===== config.mk =====
export PLATFORM = sky130hd
export DESIGN_NAME = cic_integ_chain
export DESIGN_NICKNAME = d
export VERILOG_FILES = /design/src/rtl/cic_integ_chain.sv
export SDC_FILE = /design/constraint.sdc
export NUM_CORES = 1
export LEC_CHECK = 0
export ABC_AREA = 0
export BUFFER_PORTS_ARGS = -buffer_cell sky130_fd_sc_hd__buf_2
export CORE_ASPECT_RATIO = 1.25
export CORE_MARGIN = 4
export CORE_UTILIZATION = 51
export CTS_BUF_LIST = sky130_fd_sc_hd__clkbuf_16
export DETAILED_ROUTE_END_ITERATION = 8
export PLACE_DENSITY = 0.74
export SLEW_MARGIN = 20
export SYNTH_ARGS = -nofsm -noshare
export SYNTH_HDL_FRONTEND = slang
export SYNTH_SLANG_ARGS = --single-unit

===== constraint.sdc =====
create_clock -name clk -period 3 [get_ports clk]
set_clock_uncertainty 0.2 [all_clocks]
set_input_delay 0.45 -clock clk [delete_from_list [all_inputs] [get_ports clk]]
set_output_delay 0.45 -clock clk [all_outputs]
set_load 0.05 [all_outputs]

===== src/rtl/cic_integ_chain.sv =====
// cic_integ_chain: cascade of STAGES signed integrators forming the front half
// of the CIC decimator. Each stage sign-extends into an AW+1 bit sum and either
// wraps modulo 2^AW or clamps to the signed AW-bit range. Any stage overflow
// sets a sticky flag. dout is either the registered last stage or its next value.
module cic_integ_chain #(
  parameter int W      = 10,
  parameter int AW     = 16,
  parameter int STAGES = 3,
  parameter int SAT    = 0,
  parameter int OUTREG = 1
) (
  input  logic                 clk,
  input  logic                 rstn,
  input  logic                 clr,
  input  logic                 din_vld,
  input  logic signed [W-1:0]  din,
  input  logic                 ovf_clr,
  output logic signed [AW-1:0] dout,
  output logic                 dout_vld,
  output logic                 ovf
);

  localparam logic signed [AW-1:0] MAX_V = {1'b0, {(AW-1){1'b1}}};
  localparam logic signed [AW-1:0] MIN_V = {1'b1, {(AW-1){1'b0}}};

  logic signed [AW-1:0] acc     [STAGES];
  logic signed [AW-1:0] addend  [STAGES];
  logic signed [AW:0]   sum     [STAGES];
  logic signed [AW-1:0] acc_nxt [STAGES];
  logic [STAGES-1:0]    stage_ovf;
  logic                 upd;
  logic                 ovf_any;

  assign upd     = din_vld & ~clr;
  assign ovf_any = upd & (|stage_ovf);

  // Select each stage's input: the sample for stage 0, the old previous stage otherwise.
  always_comb begin
    for (int unsigned k = 0; k < STAGES; k++) begin
      addend[k] = '0;
    end
    addend[0] = AW'(din);
    for (int unsigned k = 1; k < STAGES; k++) begin
      addend[k] = acc[k-1];
    end
  end

  // Form each stage sum one bit wide, detect overflow, then wrap or clamp.
  always_comb begin
    stage_ovf = '0;
    for (int unsigned k = 0; k < STAGES; k++) begin
      sum[k]       = (AW+1)'(acc[k]) + (AW+1)'(addend[k]);
      stage_ovf[k] = sum[k][AW] ^ sum[k][AW-1];
      if (stage_ovf[k] && (SAT != 0)) begin
        acc_nxt[k] = sum[k][AW] ? MIN_V : MAX_V;
      end else begin
        acc_nxt[k] = sum[k][AW-1:0];
      end
    end
  end

  // Accumulator state: clear wins over a valid sample, otherwise hold when idle.
  always_ff @(posedge clk or negedge rstn) begin
    if (!rstn) begin
      for (int unsigned k = 0; k < STAGES; k++) begin
        acc[k] <= '0;
      end
    end else if (clr) begin
      for (int unsigned k = 0; k < STAGES; k++) begin
        acc[k] <= '0;
      end
    end else if (din_vld) begin
      for (int unsigned k = 0; k < STAGES; k++) begin
        acc[k] <= acc_nxt[k];
      end
    end
  end

  // Sticky overflow flag; a new overflow beats a simultaneous clear request.
  always_ff @(posedge clk or negedge rstn) begin
    if (!rstn) begin
      ovf <= 1'b0;
    end else if (ovf_any) begin
      ovf <= 1'b1;
    end else if (ovf_clr) begin
      ovf <= 1'b0;
    end
  end

  generate
    if (OUTREG != 0) begin : g_reg_out
      logic vld_q;

      // Registered output qualifier, one cycle after the accepted sample.
      always_ff @(posedge clk or negedge rstn) begin
        if (!rstn) begin
          vld_q <= 1'b0;
        end else begin
          vld_q <= upd;
        end
      end

      assign dout     = acc[STAGES-1];
      assign dout_vld = vld_q;
    end else begin : g_comb_out
      // Look-ahead output; forced to zero while reset is asserted so reset
      // takes effect immediately even with din_vld high.
      assign dout     = !rstn ? '0 :
                        clr   ? '0 :
                        din_vld ? acc_nxt[STAGES-1] : acc[STAGES-1];
      assign dout_vld = rstn & upd;
    end
  endgenerate

endmodule


==> results of run 1 <==
metal layers:
layer  vias up  track usage [%]
met5         -                0
met4         0             7.13
met3        25             2.55
met2        59             37.2
met1      1691             23.5
li1       1749                -
state kept, by name, indices dropped and copies added (netlist names):
| register | cells |
|---|---|
| acc | 32 |
| dout | 16 |
| dout_vld | 1 |
| ovf | 1 |
cell usage in the layout, fill, tap and decap left out, types with 12 or more instances in the layout:
cell type   n
nor3_1     15
mux2i_1    24
nand2_1    21
a21oi_1    31
o21ai_0    16
xnor2_1    15
dfrtp_1    50
ha_1       47
buf_2      32
nor2_1     62
a21o_1     12
xor2_1     13
layout make-up:
cell class	count	area, um2
Clock buffer	5	125
Tap cell	95	119
Inverter	8	30.0
Timing Repair Buffer	42	238
Fill cell	734	3330
Clock inverter	3	21.3
Multi-Input combinational cell	379	2820
Sequential cell	50	1250
stage by stage:
stage	instances	hold slack [ns]	utilization, %	setup TNS [ns]
detailed placement	573	0.147	55.7	-0.0179
floorplan	466	-0.0456	-	0
global route	582	0.292	58.0	-0.104
finish	582	0.279	58.0	0
CTS	582	0.268	57.7	0
global placement	573	0.143	55.7	0
logic make-up after synthesis:
group,count (synthesis),synth area share [%]
mux,24,5.67
flops,50,29.5
simple gates,144,16.4
fa+ha+maj,51,15.6
xor+xnor,28,5.79
compound gates,132,22.3
buf+inv,37,4.69
worst paths after layout:
| path | slack, ns | end | from |
|---|---|---|---|
| max | 0.11 | ovf | acc[16] |
| min in group asynchronous | 0.36 | dout[15] | rstn |
| max reg2reg | 0.11 | ovf | acc[16] |
| max in group asynchronous | 1.41 | acc[16] | rstn |
| min | 0.28 | ovf | ovf_clr |
| min reg2reg | 0.32 | ovf | ovf |
cell usage after synthesis (7+ instances only):
master,instances
dfrtp_1,50
xnor2_1,15
o21a_1,11
inv_1,7
nor2b_1,7
clkbuf_1,7
buf_4,16
nand2_1,21
nand2b_1,7
a21oi_1,32
nand3_1,7
a21o_1,12
ha_1,48
a211oi_1,10
o21ai_0,16
nor2_1,62
mux2i_1,24
nor3_1,15
xor2_1,13
power by group:
group,switching [W],internal [W]
combinational,0.000513,0.000368
sequential,0.0000811,0.000751
clock,0.000263,0.000309
worst max-delay path, cell delays in order (launching register included):
cell	delay [ns]
dfrtp_1	0.41
ha_1	0.22
inv_1	0.07
fa_1	0.19
and2b_1	0.20
o2111a_2	0.29
o311ai_4	0.27
a21boi_2	0.08
o22a_1	0.20
and3_1	0.19
o41ai_2	0.29
o311ai_1	0.15
timing repair:
item | in CTS | in global routing
hold endpoints to repair | 11 | 0
endpoints found under the setup margin | 0 | 4
hold buffers | 1 | 0
buffers inserted | 0 | 0
resized for setup | 0 | 8
==> flow_summary_export.csv, run 1 <==
group,metric,value,unit
sta,period_minus_slack,2.89,ns
grt,grt_max_degree,40,
setup_path,reg2regPathDepth,11,
finish,syn2layout_area_growth,8.59,%
placed_design,dp_hpwl,7000,um
worst_hold_path,hold_path.class,"in -> reg",
floorplanning,die_x,89.5,um
route,route.vias.total,3524,
power_and_ir_drop,ir_drop,0.345,mV
route,drt-met1-wl,3980,um
grt,grt_pass1_vias,3514,
floorplanning,coreArea,0.00793,mm2
sta,rsz0062_at_grt,"true",
sta,setup_slack,0.106,ns
synthesis,synth_area_leaders,"dfrtp_1, ha_1, mux2i_1",
placed_design,dpl_cell_area,0.00442,mm2
synthesis,synth_top_area_share,29.5,%
route,totalWireLength,9330,um
status,outcome,"completed",
synthesis,synth_area,0.00424,mm2
route,wire_per_inst,16.0,um
synthesis,synthArstFlopShare,100,%
finish,n_antenna_cell,0,
flow_run,max_cap_viol_count,0,
finish,drive_gt1_share,13.3,%
power_and_ir_drop,power,0.00229,W
route,viasPerCell,6.05,
setup_path,critical_path.startpoint_type,"flip-flop",
cts,numCtsBuffers,5,
cts,cts-root-buf,"clkbuf_16",
synthesis,synth_top_cell_by_area,"dfrtp_1",
route,wl_met2,4900,um
synthesis,postSynthCellCount,466,
synthesis,synth_enable_flop_cells,0,
synthesis,yosysWarningCount,0,
cts,cts_tree,"yes",
synthesis,syn_area_per_cell,9.09,um2
grt,grt-ovfl-total,0,
grt,antenna_found_initial,0,
cts,htree_num_levels,2,
power_and_ir_drop,powerDensity,497,mW/mm2
cts,clk_transition_reported_paths,0.07,ns
floorplanning,start_util,53.5,%
setup_path,worst_ep_arrival_time,2.85,ns
setup_path,path_class,"reg -> reg",
cts,numClockSinks,50,
sta,relSlewSlack,56.7,%
placed_design,place.gp.congestion,0.855,
synthesis,synth_nets,532,
grt,gr-usage-all-layers,20.2,%
power_and_ir_drop,leakage,2.32,nW
synthesis,yosysSeqAreaShare,29.5,%
route,wl_met3,202,um
finish,final_area,0.00460,mm2
sta,fmax,0.346,GHz
floorplanning,dieHeight,110,um
placed_design,portBuffers,32,
synthesis,synth_cell_type_count,62,
route,drt-initial-drc-count,136,
sta,hold_violations,0,
sta,setup_violations,0,
cts,worstSkewPairLatency,0.29,ns
floorplanning,io_pins,33,
setup_path,cp_max_fo,3,
synthesis,ys_seq_elements,50,
sta,fin_crit_sh,96.5,%
synthesis,ys.flop_type,"dfrtp_1",
floorplanning,die_area,0.00984,mm2
setup_path,endpoint_kind,"flip-flop",
route,highest_layer,"met4",
setup_path,critical_path_required,2.96,ns
sta,tightest_slew,0.649,ns
sta,maxSlewViolCount,0,
floorplanning,rows,36,
placed_design,preCtsSetupSlack,-0.0179,ns
route,firstDrtPassIters,4,
worst_hold_path,hold_depth,3,
cts,clock_path_buffers,2,
route,antenna_left,0,
grt,grt_pass1_wl,15800,um
finish,nets,552,
route,drc_errors,0,
(Power assumes the default switching activity.)
==> inputs of run 2 (changes only) <==
==> constraint.sdc (replaced) <==
create_clock -name clk -period 3 [get_ports clk]
set_clock_uncertainty 0.2 [all_clocks]
set_input_delay 0 -clock clk [delete_from_list [all_inputs] [get_ports clk]]
set_output_delay 0 -clock clk [all_outputs]
set_load 0.05 [all_outputs]
==> run 2 against run 1 <==
- setup slack improved by 0.049 ns
- final area increased by 0.14%
- sequential power about the same
- flip-flop and latch count unchanged
- first-iteration DRC count decreased by 8.1%
- maximum frequency increased by 1.7%
- hold slack got worse by 0.24 ns
- global-route usage decreased by 0.64 points
- clock power decreased by 1%
- critical path type unchanged
- largest cell class unchanged
==> flow_summary_export.csv, run 2 (synthesized netlist as in run 1, its figures left out) <==
group,metric,value,unit
power_and_ir_drop,p_int,0.00143,W
sta,hold_ws,0.0437,ns
status,outcome,"completed",
finish,largest_reg_flops,32,
flow_run,max_cap_viol_count,0,
placed_design,portBuffers,32,
cts,clk_transition_reported_paths,0.07,ns
floorplanning,coreArea,0.00793,mm2
sta,maxSlewViolCount,0,
cts,clock_path_buffers,2,
power_and_ir_drop,power_frac_seq,36.5,%
setup_path,path_class,"reg -> reg",
finish,n_antenna_cell,0,
power_and_ir_drop,powerDensity,493,mW/mm2
route,antenna_left,0,
grt,grt_pass1_wl,15400,um
power_and_ir_drop,swShare,37.1,%
power_and_ir_drop,leakage,2.33,nW
sta,relSlewSlack,49.5,%
finish,nets,553,
floorplanning,die_x,89.5,um
setup_path,cp_max_fo,3,
sta,setup_violations,0,
finish,register_area,0.00125,mm2
route,drt-initial-drc-count,125,
route,viasPerCell,5.96,
power_and_ir_drop,ir_drop,0.304,mV
sta,fin_setup_tns,0,ns
grt,grt_pass1_vias,3441,
floorplanning,rows,36,
worst_hold_path,hp-start,"din[1]",
floorplanning,io_pins,33,
power_and_ir_drop,power,0.00227,W
finish,syn2layout_area_growth,8.74,%
grt,grt_max_degree,47,
finish,utilization,58.1,%
power_and_ir_drop,power_frac_clock,24.9,%
route,drc_errors,0,
route,wire_per_inst,15.5,um
sta,fin_crit_sh,94.9,%
cts,htree_num_levels,2,
floorplanning,dieHeight,110,um
sta,fmax,0.351,GHz
sta,tightest_slew,0.757,ns
cts,numClockSinks,50,
power_and_ir_drop,pwr-share-comb,38.6,%
cts,cts-root-buf,"clkbuf_16",
placed_design,dp_hpwl,6810,um
setup_path,slowest_stage,"fa_1",
setup_path,critical_path_required,3.03,ns
floorplanning,start_util,53.5,%
finish,layout_commonest_cell,"nor2_1",
grt,antenna_found_initial,0,
grt,grt-ovfl-total,0,
cts,worstSkewPairLatency,0.29,ns
finish,top_register,"acc",
cts,cts_tree,"yes",
sta,hold_violations,0,
worst_hold_path,hold_path.class,"in -> reg",
route,route.vias.total,3475,
finish,multi_input_area,0.00281,mm2
placed_design,place.detailed.instances,570,
setup_path,worst_r2r_endpoint,"acc[30]",
worst_hold_path,hold_depth,4,
setup_path,path_cells,"ha_1, inv_1, fa_1, and2b_1, o2111a_2, o311ai_4, a21boi_1, o21a_1, o211ai_1, a2111o_1, nand3_1",
setup_path,reg2regPathDepth,11,
setup_path,r2r_slack,0.15,ns
finish,mostFrequentLayoutCells,"nor2_1, dfrtp_1, ha_1, buf_2, a21oi_1",
setup_path,r2r-start,"acc[32]",
finish,stdcell_count,583,
setup_path,critical_path.startpoint_type,"flip-flop",
finish,drive_gt1_share,12.7,%
power_and_ir_drop,p_sw,0.000843,W
sta,period_minus_slack,2.85,ns
worst_hold_path,min_to,"acc[33]",
setup_path,endpoint_kind,"flip-flop",
route,firstDrtPassIters,4,
finish,fillCellCount,716,
setup_path,cpPeakStageDelay,0.39,ns
grt,gr-usage-all-layers,19.5,%
floorplanning,die_area,0.00984,mm2
placed_design,place.gp.congestion,0.844,
route,totalWireLength,9060,um
cts,numCtsBuffers,5,
setup_path,worst_ep_arrival_time,2.87,ns
[run 2: cell count changes in the layout (fill, tap and decap cells not counted), sizes merged]
cell	before	now
dlygate4sd3	1	3
buf	41	40
inv	7	8
clkinv	3	2
[run 2: critical path, delay by kind of cell (launching register included)]
kind                       cells  cell delay, ns
AOI/OAI and AO/OA              6            1.26
adders and majority gates      2            0.57
DFF                            1            0.38
and+or+nand+nor                2            0.32
buffers and inverters          1            0.05
[run 2: worst max-delay path by stage]
stage	slack, ns	depth (start not counted)	to	from
2_1_floorplan	0.28	11	ovf	acc[16]
3_3_place_gp	0.15	11	ovf	acc[16]
3_5_place_dp	0.13	11	ovf	acc[16]
4_1_cts	0.11	11	ovf	acc[16]
5_1_grt	-0.03	11	ovf	acc[16]
6_report	0.15	11	acc[30]	acc[32]
[run 2: layer usage]
metal | vias up | track usage (%) | share of wire, %
li1 | 1750 | - | -
met1 | 1674 | 23.9 | 44
met2 | 41 | 36.2 | 53
met3 | 10 | 2.25 | 1.9
met4 | 0 | 3.94 | 1.2
met5 | - | 0 | 0
[run 2: final cells by class]
class | count | share of cell area [%]
flip-flops and latches | 50 | 27.2
well taps | 95 | 2.58
repair buffers | 43 | 5.43
multi-input cells | 379 | 61.0
clock buffers | 5 | 2.72
clock inverters | 3 | 0.434
inverters | 8 | 0.652
[run 2: stage by stage]
step / cell area (um2) / worst slack (ns)
after floorplan: 4240 / 0.279
after global placement: 4390 / 0.152
after detailed placement: 4390 / 0.126
after CTS: 4570 / 0.109
after global routing: 4610 / -0.0293
final: 4610 / 0.154
[run 2: what timing repair did]
item / 4_1_cts / 5_1_grt
resized for setup: 0 / 7
hold buffers: 3 / 0
buffers inserted: 0 / 2
hold endpoints to repair: 34 / 0
setup endpoints to repair: 0 / 4
[run 2: power by group through the flow]
stage | clock (W) | sequential [W] | combinational (W)
after floorplan | 0 | 0.000825 | 0.000713
after global placement | 0 | 0.000843 | 0.000841
after detailed placement | 0 | 0.000845 | 0.000866
after CTS | 0.000581 | 0.000832 | 0.000876
after global routing | 0.000609 | 0.000841 | 0.000982
final | 0.000567 | 0.000830 | 0.000876
